`config.mk`:
```
export PLATFORM = sky130hd
export DESIGN_NAME = dll_lock_ctrl
export DESIGN_NICKNAME = d
export VERILOG_FILES = /design/src/rtl/dll_lock_ctrl.sv
export SDC_FILE = /design/constraint.sdc
export NUM_CORES = 1
export LEC_CHECK = 0
export CAP_MARGIN = 20
export CORE_UTILIZATION = 52
export DETAILED_ROUTE_END_ITERATION = 10
export PLACE_DENSITY = 0.84
export SLEW_MARGIN = 40
export SYNTH_ARGS = -nofsm -noshare
export SYNTH_HDL_FRONTEND = slang
export SYNTH_SLANG_ARGS = --single-unit
```
`constraint.sdc`:
```
create_clock -name clkin -period 2 [get_ports clkin]
set_input_delay 0.6 -clock clkin [delete_from_list [all_inputs] [get_ports clkin]]
set_output_delay 0.6 -clock clkin [all_outputs]
set_load 0.01 [all_outputs]
```
`src/rtl/dll_lock_ctrl.sv`:
```
// Lock supervisor and reset sequencer for the board clock manager.
// Optional RUN loss filter: define DLL_LOCK_CTRL_LOSS_FILTER_EN.
module dll_lock_ctrl #(
  parameter int unsigned RST_CYCLES    = 16,
  parameter int unsigned LOCK_TIMEOUT  = 1048576,
  parameter int unsigned STABLE_CYCLES = 1024,
  parameter int unsigned MAX_RETRY     = 7
) (
  input  logic       clkin,
  input  logic       rst,
  input  logic       locked,
  input  logic       force_relock,
  output logic       dll_rst,
  output logic       sys_rst,
  output logic       ready,
  output logic       fault,
  output logic [2:0] state,
  output logic [7:0] relock_cnt
);

  typedef enum logic [2:0] {
    ST_RESET     = 3'd0,
    ST_WAIT_LOCK = 3'd1,
    ST_STABLE    = 3'd2,
    ST_RUN       = 3'd3,
    ST_FAULT     = 3'd4
  } state_e;

  localparam logic [23:0] RST_LAST     = 24'(RST_CYCLES - 1);
  localparam logic [23:0] TIMEOUT_LAST = 24'(LOCK_TIMEOUT - 1);
  localparam logic [23:0] STABLE_LAST  = 24'(STABLE_CYCLES - 1);
  localparam logic [3:0]  RETRY_LIM    = 4'(MAX_RETRY);

  state_e      state_q, state_d;
  logic [1:0]  sync_q, sync_d;
  logic [23:0] timer_q, timer_d;
  logic [3:0]  retry_cnt_q, retry_cnt_d;
  logic [7:0]  relock_cnt_q, relock_cnt_d;
  logic        dll_rst_q, dll_rst_d;
  logic        sys_rst_q, sys_rst_d;
  logic        ready_q, ready_d;
  logic        fault_q, fault_d;
  logic        locked_s;
  logic        loss;
  logic        fail;
  logic [3:0]  retry_inc;

  assign sync_d    = {sync_q[0], locked};
  assign locked_s  = sync_q[1];
  assign retry_inc = retry_cnt_q + 4'd1;

`ifdef DLL_LOCK_CTRL_LOSS_FILTER_EN
  logic [1:0] loss_cnt_q, loss_cnt_d;

  // Counts consecutive unlocked RUN cycles; the fourth one is the loss.
  always_comb begin
    loss_cnt_d = (locked_s || state_q != ST_RUN) ? 2'd0 : loss_cnt_q + 2'd1;
    loss       = !locked_s && (loss_cnt_q == 2'd3);
  end
`else
  assign loss = !locked_s;
`endif

  always_comb begin
    state_d      = state_q;
    retry_cnt_d  = retry_cnt_q;
    relock_cnt_d = relock_cnt_q;
    fail         = 1'b0;
    case (state_q)
      ST_RESET:
        if (timer_q == RST_LAST) state_d = ST_WAIT_LOCK;
      ST_WAIT_LOCK:
        if (locked_s) state_d = ST_STABLE;
        else if (timer_q == TIMEOUT_LAST) fail = 1'b1;
      ST_STABLE:
        if (!locked_s) fail = 1'b1;
        else if (timer_q == STABLE_LAST) begin
          state_d     = ST_RUN;
          retry_cnt_d = 4'd0;
        end
      ST_RUN:
        if (loss) begin
          state_d = ST_RESET;
          if (relock_cnt_q != 8'hff) relock_cnt_d = relock_cnt_q + 8'd1;
        end
      ST_FAULT: state_d = ST_FAULT;
      default:  state_d = ST_RESET;
    endcase

    if (fail) begin
      retry_cnt_d = retry_inc;
      state_d     = (RETRY_LIM != 4'd0 && retry_inc == RETRY_LIM) ? ST_FAULT : ST_RESET;
    end

    // A relock request overrides whatever transition was pending, including a loss.
    if (force_relock) begin
      state_d      = ST_RESET;
      retry_cnt_d  = 4'd0;
      relock_cnt_d = relock_cnt_q;
    end

    timer_d   = (force_relock || state_d != state_q) ? 24'd0 : timer_q + 24'd1;
    dll_rst_d = (state_d == ST_RESET);
    sys_rst_d = (state_d != ST_RUN);
    ready_d   = (state_d == ST_RUN);
    fault_d   = (state_d == ST_FAULT);
  end

  always_ff @(posedge clkin or posedge rst) begin
    if (rst) begin
      state_q      <= ST_RESET;
      sync_q       <= 2'b00;
      timer_q      <= 24'd0;
      retry_cnt_q  <= 4'd0;
      relock_cnt_q <= 8'd0;
      dll_rst_q    <= 1'b1;
      sys_rst_q    <= 1'b1;
      ready_q      <= 1'b0;
      fault_q      <= 1'b0;
`ifdef DLL_LOCK_CTRL_LOSS_FILTER_EN
      loss_cnt_q   <= 2'd0;
`endif
    end else begin
      state_q      <= state_d;
      sync_q       <= sync_d;
      timer_q      <= timer_d;
      retry_cnt_q  <= retry_cnt_d;
      relock_cnt_q <= relock_cnt_d;
      dll_rst_q    <= dll_rst_d;
      sys_rst_q    <= sys_rst_d;
      ready_q      <= ready_d;
      fault_q      <= fault_d;
`ifdef DLL_LOCK_CTRL_LOSS_FILTER_EN
      loss_cnt_q   <= loss_cnt_d;
`endif
    end
  end

  assign state      = state_q;
  assign dll_rst    = dll_rst_q;
  assign sys_rst    = sys_rst_q;
  assign ready      = ready_q;
  assign fault      = fault_q;
  assign relock_cnt = relock_cnt_q;

endmodule
```
Word-level counts from Yosys, hierarchy flattened
Cells that the tools add are included.
W data, S select, Z words.
{ "word_totals": {"elab_cells": 54, "ff_bits": 45, "input_bits": 4} }
{ "classes": {"n_addsub": 3, "n_reduce_logical": 8, "n_eq_ne": 13, "muxes": 19, "bitwise": 2} }
{ "op_table": {"columns": ["op", "n"], "rows": [
  ["$add A24 B1 Y24 const B", 1],
  ["$eq A24 B10 Y1 const B", 1],
  ["$eq A24 B20 Y1 const B", 1],
  ["$eq A24 B4 Y1 const B", 1],
  ["$mux W24", 1],
  ["$mux W3", 8],
  ["$mux W4", 5],
  ["$pmux W3 S5", 1],
  ["$eq A3 B2 Y1 const B", 3],
  ["$reduce_bool A3 Y1", 3],
  ["$add A8 B1 Y8 const B", 1],
  ["$ne A8 B8 Y1 const B", 1],
  ["$eq A3 B3 Y1 const B", 2],
  ["$logic_not A3 Y1", 2],
  ["$add A4 B1 Y4 const B", 1],
  ["$eq A4 B3 Y1 const B", 1],
  ["$reduce_and A4 Y1", 1],
  ["$eq A3 B1 Y1 const B", 1],
  ["$mux W1", 3],
  ["$ne A3 B2 Y1 const B", 1],
  ["$ne A3 B3 Y1", 1],
  ["$reduce_and A3 Y1", 1],
  ["$not A1 Y1", 2],
  ["$pmux W1 S2", 1],
  ["$logic_or A1 B1 Y1", 1]
]} }

Logic depth before layout (Yosys ltp)
Gate-level depths: netlist of run 1.
{ "logic_depth": {"word_depth": 9, "depth_mapped": 7} }

Worst setup path after synthesis of run 1
Ideal clock, no wire load.
{ "synth_timing": {"kind": "reg-to-reg", "from": "register relock_cnt_q[0] (netlist: relock_cnt[0])", "to": "register relock_cnt_q[7] (netlist: relock_cnt[7])", "n_path_buf": 0, "path_slack_ps": 40, "setup_ps": 125, "required_ps": 1875, "arrival_time_ps": 1835, "period_less_slack_ps": 1960, "path_stages_with_launch": 7, "path_cell_list": "dfrtp_1 > ha_1 > and3_1 > and3_1 > a2111oi_0 > nand3_1 > xnor2_1"} }
{ "synth_between": {"elab_chain_cells": 2, "word_cells_on_any_way": 3, "classes_between": "1 x add/sub; 1 x eq/ne; 1 x reduce/logical"} }
{ "synth_rtl": {"columns": ["element", "line", "text"], "rows": [
  ["start, declared", "38", "logic [7:0] relock_cnt_q, relock_cnt_d;"],
  ["start signal, assigned", "128", "relock_cnt_q <= relock_cnt_d;"],
  ["parallel branches: the longest is 2 deep, another holds $add A8 B1 Y8", null, null]
]} }
Several ways; the timed one is not identified.
A chain may end at the register's enable or synchronous reset.

Final worst setup path of run 1
{ "layout_timing": {"from": "register timer_q[20]", "to": "register retry_cnt_q[3]"} }
{ "layout_between": {"elab_chain_cells": 6, "word_cells_on_any_way": 11, "classes_between": "2 x eq/ne; 5 x mux; 4 x reduce/logical"} }
{ "layout_rtl": {"columns": ["element", "line", "text"], "rows": [
  ["start, declared", "36", "logic [23:0] timer_q, timer_d;"],
  ["start signal, assigned", "126", "timer_q <= timer_d;"],
  ["$eq A24 B20 Y1", "74", "else if (timer_q == TIMEOUT_LAST) fail = 1'b1;"],
  ["$mux W1", "74", null],
  ["$mux W1", "73", "if (locked_s) state_d = ST_STABLE;"],
  ["$pmux W1 S2", "69", "case (state_q)"],
  ["$reduce_bool A3 Y1 (no line) / $mux W4 (equally long branches)", null, null],
  ["$reduce_and A3 Y1 (no line) / $mux W4 (equally long branches)", null, null],
  ["end signal, assigned", "127", "retry_cnt_q <= retry_cnt_d;"],
  ["end, declared", "37", "logic [3:0] retry_cnt_q, retry_cnt_d;"]
]} }
Parallel ways exist; a longest one is shown, timed or not.

==> flow_metrics.tcl, run 1 <==
set metrics [dict create \
    setup_violations 3 \
    num_antenna_cells 0 \
    slowest_delay_ns 0.58 \
    htreeDepth 2 \
    grt_antenna_before_repair 0 \
    yosysWarnings 0 \
    synth_xor_area_share_pct 11.4 \
    clockPowerShare_pct 40.7 \
    initial_utilization_pct 55.9 \
    synth_fa_ha_area_share_pct 2.18 \
    clk-insertion-delay-late_ns 0.30 \
    avgSynthCellArea_um2 10.4 \
    p_switching_mw 0.380 \
    dieArea_mm2 0.00469 \
    core_mm2 0.00412 \
    dpl.hpwl_um 3320 \
    grt_util_met3_pct 4.67 \
    tritoncts "built" \
    gr-max-usage-layer "met2" \
    combPwrFrac_pct 5.6 \
    netlist_area_mm2 0.00230 \
    cts_sinks 45 \
    max_freq_mhz 495 \
    failed_checks "setup timing" \
    grt_max_degree 46 \
    final_cells 324 \
    yosys.area_share.simple_pct 25.6 \
    track_usage_pct 22.6 \
    root_buffer "clkbuf_8" \
    clkTransAtPathRegs_ns 0.09 \
    crit_chain "or4_4 > nor4_4 > a31o_2 > nor3_2 > a221o_2" \
    final_cell_area_mm2 0.00292 \
    crit_type "reg2reg" \
    final_layout_size_suffix_gt1_share_pct 23.4 \
    fin_crit_sh_pct 101 \
    synth_top_family_by_area "simple AND/OR/NAND/NOR gates" \
    cts_made_buffers 5 \
    arrival_ns 2.21 \
    gr-total-overflow 0 \
    clockBufferDepth 2 \
    dp.cells 311 \
    holdBufCountCts 0 \
    path_max_fanout 4 \
    maxCapViolations 0 \
    pwr-share-seq_pct 53.7 \
    async_flop_share_pct 100 \
    critPathLaunchType "register" \
    cp.required_ns 2.19 \
    die_x_um 68.5 \
    grt_pass1_wl_um 7710 \
    crit_family "simple AND/OR/NAND/NOR gates" \
    routedWlPerCell_um 16.1 \
    period_needed_ns 2.02 \
    power_mw 1.76 \
    ys_ff_latch 45 \
    sw_frac_of_total_pct 21.6 \
    critPathSlowestCell "or4_4" \
    drtIter0Drc 181 \
    syn_to_final_growth_pct 27.1 \
    syn_inst 222 \
    slew_headroom_pct 69.7 \
    postRouteAntennaNets 0 \
    hold_violations 0 \
    leakage_nw 1.37 \
    portBuffers 18 \
    yosys-mux-area-fraction_pct 0.980 \
    via_per_inst 5.78 \
    synthFlopType "dfrtp_1" \
    crit_buf_inv 0 \
    syn_nets 230 \
    synth-compound-area-share_pct 7.78 \
    place_area_mm2 0.00272 \
    grt_setup_unrepaired "yes" \
    drv_slew 0 \
    gp_congestion 0.779 \
    p_int_mw 1.38 \
    grt_pass1_vias 1732 \
    synth_cell_types 46 \
    wl_um 5210 \
    std_cell_rows 23 \
    peakVddDrop_v 0.000476 \
    fin_ws_ns -0.0198 \
    finish.net_count 281 \
    finalSetupTns_ns -0.0347 \
    tightest_slew_ns 0.451 \
    num_io_pins 19 \
    powerDensity_mw_per_mm2 601 \
    status "finished with violations" \
    die_height_um 68.5 \
    vias 1872 \
    grt_util_met2_pct 38.7 \
    drc 0 \
    endpoint_kind "register" \
    grtUsageMet1_pct 27.6 \
    final.setup_skew_ns 0.0134 \
    worstHoldPathType "reg2reg" \
    seq_area_frac_synth_pct 49.1 \
    drt_first_pass_iters 4 \
    synth_edf_count 0 \
]
==> path summary, 6_finish.rpt <==
check                                 start              to  slack (ns)  cells past startpoint
max in group asynchronous               rst         sys_rst        1.09                      3
worst max-delay path            timer_q[20]  retry_cnt_q[3]       -0.02                      5
min in group asynchronous               rst        state[1]        0.63                      3
worst min register to register    sync_q[0]       sync_q[1]        0.37                      0
worst min-delay path              sync_q[0]       sync_q[1]        0.37                      0
worst max register to register  timer_q[20]  retry_cnt_q[3]       -0.02                      5
==> state kept, by name (all words and copies together), names as in the netlist <==
name and cells:
timer_q 24, relock_cnt 8, retry_cnt_q 4, state 3, sync_q 2, dll_rst 1, fault 1, ready 1
sys_rst 1
==> power by group through the flow <==
stage	registers, mW	logic, mW	clock network [mW]
after floorplan	0.957	0.0645	0
after global placement	0.960	0.0929	0
after detailed placement	0.960	0.0958	0
after CTS	0.943	0.0970	0.724
after global routing	0.946	0.109	0.770
final	0.944	0.0981	0.714
==> metrics by stage <==
stage / utilization (%) / hold WS (ns) / setup WS, ns
detailed placement: 66.0 / 0.343 / -0.396
floorplan: - / 0.331 / 0.0398
global placement: 66.0 / 0.340 / -0.220
global route: 71.0 / 0.380 / -0.0780
CTS: 69.5 / 0.363 / 0.00237
finish: 71.0 / 0.368 / -0.0198
==> layout make-up <==
| type | count | area, um2 |
|---|---|---|
| Multi-Input combinational cell | 166 | 1140 |
| Clock buffer | 7 | 86.3 |
| Tap cell | 50 | 62.6 |
| Sequential cell | 45 | 1130 |
| Timing Repair Buffer | 49 | 449 |
| Clock inverter | 1 | 30.0 |
| Fill cell | 296 | 1190 |
| Inverter | 6 | 22.5 |
==> cells in the mapped netlist, types with 2 or more instances <==
library cell | number | area (um2)
nor3_1 | 19 | 95.1
nor2_1 | 28 | 105
buf_6 | 2 | 22.5
nor4_1 | 2 | 12.5
a31oi_4 | 2 | 42.5
dfrtp_1 | 43 | 1080
xor2_1 | 14 | 123
a21oi_1 | 2 | 10.0
or4_1 | 2 | 15.0
inv_1 | 6 | 22.5
mux2_2 | 2 | 22.5
ha_1 | 4 | 50.1
o211ai_1 | 2 | 15.0
xnor2_1 | 16 | 140
and3_1 | 5 | 31.3
dfstp_2 | 2 | 52.6
or3b_2 | 2 | 17.5
o21ai_0 | 5 | 25.0
nor2b_1 | 3 | 18.8
nand3_1 | 11 | 55.1
nand2_1 | 15 | 56.3
nand4_1 | 10 | 62.6
nor3b_1 | 2 | 15.0
==> layout by cell type, fill, tap and decap left out, types with 6 or more instances in the layout <==
| cell | Yosys | routed |
|---|---|---|
| dfrtp_1 | 43 | 43 |
| nor2_1 | 28 | 28 |
| buf_4 | 0 | 28 |
| xnor2_1 | 16 | 16 |
| nand2_1 | 15 | 15 |
| clkdlybuf4s50_1 | 0 | 15 |
| nor3_1 | 19 | 14 |
| xor2_1 | 14 | 14 |
| nand3_1 | 11 | 11 |
| nand4_1 | 10 | 10 |
| clkbuf_8 | 1 | 6 |
==> metal layers <==
metal	routed length [um]	up-vias	part of all wire, %
met5	0	-	0
met1	2170	911	42
li1	-	886	-
met4	140	0	2.7
met3	230	16	4.4
met2	2670	59	51
==> cell families after synthesis <==
logic type	count (synthesis)
AOI/OAI and AO/OA	20
xor gates and xnor gates	30
adders and majority gates	4
buffers and inverters	11
DFF	45
muxes	2
and+or+nand+nor	110
==> repair_timing <==
item                       CTS  global route
setup buffers                2             3
resized for setup            4             9
setup endpoints to repair   30            36
pin swaps                    2             1
(Power assumes the default switching activity.)
==> run 2, diff against run 1 <==
--- a/config.mk
+++ b/config.mk
@@ -6,7 +6,7 @@
 export NUM_CORES = 1
 export LEC_CHECK = 0
 export CAP_MARGIN = 20
-export CORE_UTILIZATION = 52
+export CORE_UTILIZATION = 55
 export DETAILED_ROUTE_END_ITERATION = 10
 export PLACE_DENSITY = 0.84
 export SLEW_MARGIN = 40
==> constraint.sdc (replaced) <==
create_clock -name clkin -period 2.4 [get_ports clkin]
set_input_delay 0.72 -clock clkin [delete_from_list [all_inputs] [get_ports clkin]]
set_output_delay 0.72 -clock clkin [all_outputs]
set_load 0.01 [all_outputs]
==> flow_metrics.tcl, run 2 (same netlist as run 1, synthesis figures left out) <==
set metrics [dict create \
    status "complete, no violations" \
    grt_max_degree 46 \
    holdBufCountCts 0 \
    root_buffer "clkbuf_8" \
    clockBufferDepth 2 \
    finish.net_count 257 \
    gp_congestion 0.813 \
    vias 1696 \
    syn_to_final_growth_pct 15.8 \
    tritoncts "built" \
    via_per_inst 5.65 \
    die_height_um 66.6 \
    multi_input_area_mm2 0.00112 \
    grt_pass1_vias 1552 \
    final.setup_skew_ns 0.00718 \
    final_layout_size_suffix_gt1_share_pct 14.0 \
    critPathLaunchType "input pin" \
    power_mw 1.31 \
    fill_cells 316 \
    portBuffers 18 \
    p_int_mw 1.00 \
    leakage_nw 1.14 \
    dpl.hpwl_um 2890 \
    worstHoldPathType "reg2reg" \
    grt_pass1_wl_um 6710 \
    std_cell_rows 23 \
    drtIter0Drc 160 \
    period_needed_ns 2.27 \
    cts_made_buffers 5 \
    crit_chain "clkdlybuf4s50_1 > buf_4 > nor2_1 > o21ai_0 > nor2_2 > nor3_1" \
    critPathSlowestCell "nor2_1" \
    htreeDepth 2 \
    sw_frac_of_total_pct 23.7 \
    combPwrFrac_pct 5.5 \
    slowest_delay_ns 0.47 \
    clockPowerShare_pct 34.6 \
    num_antenna_cells 0 \
    maxCapViolations 0 \
    track_usage_pct 20.5 \
    routedWlPerCell_um 14.2 \
    p_switching_mw 0.312 \
    pwr-share-seq_pct 60.0 \
    finalSetupTns_ns 0 \
    post_cts_buffers 0 \
    drt_first_pass_iters 4 \
    cts_sinks 45 \
    tightest_slew_ns 0.764 \
    clk-insertion-delay-late_ns 0.30 \
    seqCellArea_mm2 0.00113 \
    die_x_um 66.6 \
    arrival_ns 2.44 \
    peakVddDrop_v 0.000424 \
    wl_um 4260 \
    drc 0 \
    dieArea_mm2 0.00444 \
    powerDensity_mw_per_mm2 493 \
    postRouteAntennaNets 0 \
    crit_type "in2reg" \
    cts_resized 0 \
    hold_violations 0 \
    slew_headroom_pct 49.0 \
    setup_violations 0 \
    worst_hold_slack_ns 0.354 \
    largest_register_ffs 24 \
    grt_antenna_before_repair 0 \
    core_mm2 0.00400 \
    num_io_pins 19 \
    max_freq_mhz 441 \
    most-common-layout-cells "dfrtp_1 (43), nor2_1 (28), nor3_1 (19)" \
    initial_utilization_pct 57.5 \
    path_max_fanout 9 \
    endpoint_kind "register" \
    cp.required_ns 2.57 \
    regMostFlops "timer_q" \
    clkTransAtPathRegs_ns 0.08 \
    mostFrequentLayoutCell "dfrtp_1" \
    fin_crit_sh_pct 94.4 \
    gr-total-overflow 0 \
    final_util_pct 66.5 \
    grt_setup_unrepaired "no" \
    drv_slew 0 \
]
[run 2: cell count changes in the layout (fill, tap and decap cells not counted), moves of 2 or more]
cell	before	now
buf_4	28	5
nor3_1	14	19
nor3_2	5	1
clkdlybuf4s50_1	15	18
dlymetal6s2s_1	3	0
clkinv_2	0	2
[run 2: power by group through the flow]
| stage | sequential [mW] | combinational (mW) | clock, mW |
|---|---|---|---|
| after floorplan | 0.797 | 0.0537 | 0 |
| after global placement | 0.801 | 0.0666 | 0 |
| after detailed placement | 0.801 | 0.0687 | 0 |
| after CTS | 0.787 | 0.0682 | 0.472 |
| after global routing | 0.789 | 0.0810 | 0.508 |
| final | 0.787 | 0.0717 | 0.453 |
[run 2: cell type report]
cell class / instances / area share (%)
clock buffer: 5 / 2.59
inverter: 6 / 0.846
sequential: 45 / 42.4
clock inverter: 3 / 0.658
tap: 50 / 2.35
timing repair buffer: 24 / 8.93
multi-input combinational: 167 / 42.2
[run 2: final timing paths]
kind | from | end | slack [ns] | cells after the start
min in group asynchronous | rst | relock_cnt[0] | 0.75 | 3
worst min-delay path | sync_q[0] | sync_q[1] | 0.35 | 0
max in group asynchronous | rst | dll_rst | 1.38 | 3
worst max register to register | timer_q[21] | timer_q[11] | 0.17 | 5
worst max-delay path | force_relock | timer_q[9] | 0.13 | 6
worst min register to register | sync_q[0] | sync_q[1] | 0.35 | 0
[run 2: routing by layer]
metal / track usage, % / part of all wire (%)
met1: 26.5 / 47
met2: 32.7 / 48
met3: 4.97 / 3.5
met4: 8.24 / 1.6
met5: 0 / 0
[run 2: worst max-delay path: cells and delay by family]
family,cells,cell delay (ns)
and+or+nand+nor,3,0.90
AOI/OAI and AO/OA,1,0.22
buffers and inverters,2,0.59
[run 2: metrics by stage]
step	instances	setup WS [ns]	cell area, um2
after global routing	300	0.0181	2660
after detailed placement	291	-0.0214	2550
after global placement	291	0.0432	2550
after CTS	299	0.0423	2640
final	300	0.134	2660
after floorplan	222	0.333	2300
==> run 3, diff against run 2 <==
--- a/config.mk
+++ b/config.mk
@@ -6,9 +6,9 @@
 export NUM_CORES = 1
 export LEC_CHECK = 0
 export CAP_MARGIN = 20
-export CORE_UTILIZATION = 55
+export CORE_UTILIZATION = 62
 export DETAILED_ROUTE_END_ITERATION = 10
-export PLACE_DENSITY = 0.84
+export PLACE_DENSITY = 0.92
 export SLEW_MARGIN = 40
 export SYNTH_ARGS = -nofsm -noshare
 export SYNTH_HDL_FRONTEND = slang
==> constraint.sdc (replaced) <==
create_clock -name clkin -period 2.7 [get_ports clkin]
set_input_delay 0.81 -clock clkin [delete_from_list [all_inputs] [get_ports clkin]]
set_output_delay 0.81 -clock clkin [all_outputs]
set_load 0.01 [all_outputs]
==> flow_metrics.tcl, run 3 (same netlist as run 1, synthesis figures left out) <==
set metrics [dict create \
    drtIter0Drc 123 \
    drv_slew 0 \
    min_path_cells 0 \
    fin_crit_sh_pct 84.8 \
    core_mm2 0.00344 \
    drt_first_pass_iters 4 \
    r2r_slack_ns 0.41 \
    leakage_nw 1.14 \
    regMostFlops "timer_q" \
    top_layer "met4" \
    peakVddDrop_v 0.000407 \
    setup_violations 0 \
    gr-total-overflow 0 \
    routedWlPerCell_um 14.5 \
    grt_setup_unrepaired "no" \
    dieArea_mm2 0.00395 \
    portBuffers 18 \
    clk-insertion-delay-late_ns 0.30 \
    final_layout_size_suffix_gt1_share_pct 13.7 \
    endpoint_kind "register" \
    grt_antenna_before_repair 0 \
    worstHoldPathType "reg2reg" \
    track_usage_pct 24.6 \
    std_cell_rows 21 \
    cp.required_ns 2.85 \
    grt_max_degree 25 \
    r2r_start "timer_q[21]" \
    arrival_ns 2.44 \
    drc 0 \
    holdPathEnd "sync_q[1]" \
    finalSetupTns_ns 0 \
    fill_cells 234 \
    holdBufCountCts 0 \
    via_per_inst 5.84 \
    grt_pass1_vias 1647 \
    root_buffer "clkbuf_8" \
    period_needed_ns 2.29 \
    largest_register_ffs 24 \
    hold_start "sync_q[0]" \
    mostFrequentLayoutCell "dfrtp_1" \
    die_height_um 62.9 \
    ff2ff_path_depth 5 \
    vias 1722 \
    slew_headroom_pct 56.8 \
    m1WireLength_um 1850 \
    gp_congestion 0.814 \
    wl_met2_um 2150 \
    syn_to_final_growth_pct 13.9 \
    max_freq_mhz 437 \
    cts_sinks 45 \
    dpl.hpwl_um 3060 \
    num_io_pins 19 \
    clkTransAtPathRegs_ns 0.08 \
    cts_made_buffers 5 \
    wl_um 4290 \
    postRouteAntennaNets 0 \
    post_cts_buffers 0 \
    powerDensity_mw_per_mm2 441 \
    path_max_fanout 24 \
    finish.net_count 256 \
    clockBufferDepth 2 \
    initial_utilization_pct 66.8 \
    wl_met3_um 169 \
    grt_pass1_wl_um 7470 \
    final.setup_skew_ns 0.0104 \
    hold_violations 0 \
    critPathLaunchType "register" \
    die_x_um 62.9 \
    htreeDepth 2 \
    cts_resized 0 \
    maxCapViolations 0 \
    status "complete, no violations" \
    tightest_slew_ns 0.647 \
    num_antenna_cells 0 \
    r2r-end "timer_q[23]" \
    worst_hold_slack_ns 0.361 \
    crit_type "reg2reg" \
    most-common-layout-cells "dfrtp_1 (43), nor2_1 (28), nor3_1 (19)" \
    tritoncts "built" \
]
[run 3: changes by cell type in the layout (fill, tap and decap cells not counted)]
cell	delta
clkinv_1	-1
a31oi_4	-1
buf_4	+1
clkbuf_1	+1
buf_12	-1
inv_2	+1
clkinvlp_4	-1
[run 3: worst max-delay path by stage]
stage | startpoint | end | slack [ns] | depth (start not counted)
after floorplan | force_relock | relock_cnt[7] | 0.54 | 6
after global placement | force_relock | timer_q[20] | 0.28 | 5
after detailed placement | force_relock | relock_cnt[7] | 0.23 | 7
after CTS | timer_q[21] | timer_q[22] | 0.38 | 5
after global routing | timer_q[21] | timer_q[16] | 0.20 | 5
final | timer_q[21] | timer_q[23] | 0.41 | 5
[run 3: layer usage]
metal,track usage (%),up-vias
met5,0,-
met4,13.1,0
met3,4.56,10
met2,39.5,49
met1,31.4,834
li1,-,829
[run 3: worst max-delay path, cell delays in order, from the launching register on]
cell and delay, ns:
dfrtp_1 0.42, or4_4 0.55, nor4_4 0.31, a31oi_4 0.19, a31oi_4 0.55, nor2_1 0.13
[run 3: layout make-up]
class | count | area [um2] | area share (%)
repair buffers | 24 | 225 | 8.60
inverters | 6 | 22.5 | 0.860
flip-flops and latches | 45 | 1130 | 43.1
clock inverters | 2 | 10.0 | 0.382
multi-input cells | 166 | 1100 | 42.1
well taps | 46 | 57.6 | 2.20
clock buffers | 6 | 72.6 | 2.77
[run 3: report_power, final]
| part | switching (mW) | internal (mW) | total, mW |
|---|---|---|---|
| Sequential | 0.0136 | 0.686 | 0.699 |
| Clock | 0.217 | 0.179 | 0.397 |
| Combinational | 0.0361 | 0.0224 | 0.0585 |
| Total | 0.267 | 0.888 | 1.15 |
[run 3: stage by stage]
step / total power [mW] / std cells / setup slack (ns) / utilization (%) / cell area, um2
2_1_floorplan: 0.757 / 222 / 0.543 / - / 2300
3_3_place_gp: 0.770 / 287 / 0.280 / 73.7 / 2540
3_5_place_dp: 0.772 / 287 / 0.228 / 73.7 / 2540
4_1_cts: 1.16 / 295 / 0.376 / 76.1 / 2620
5_1_grt: 1.20 / 295 / 0.203 / 76.1 / 2620
6_report: 1.15 / 295 / 0.410 / 76.1 / 2620
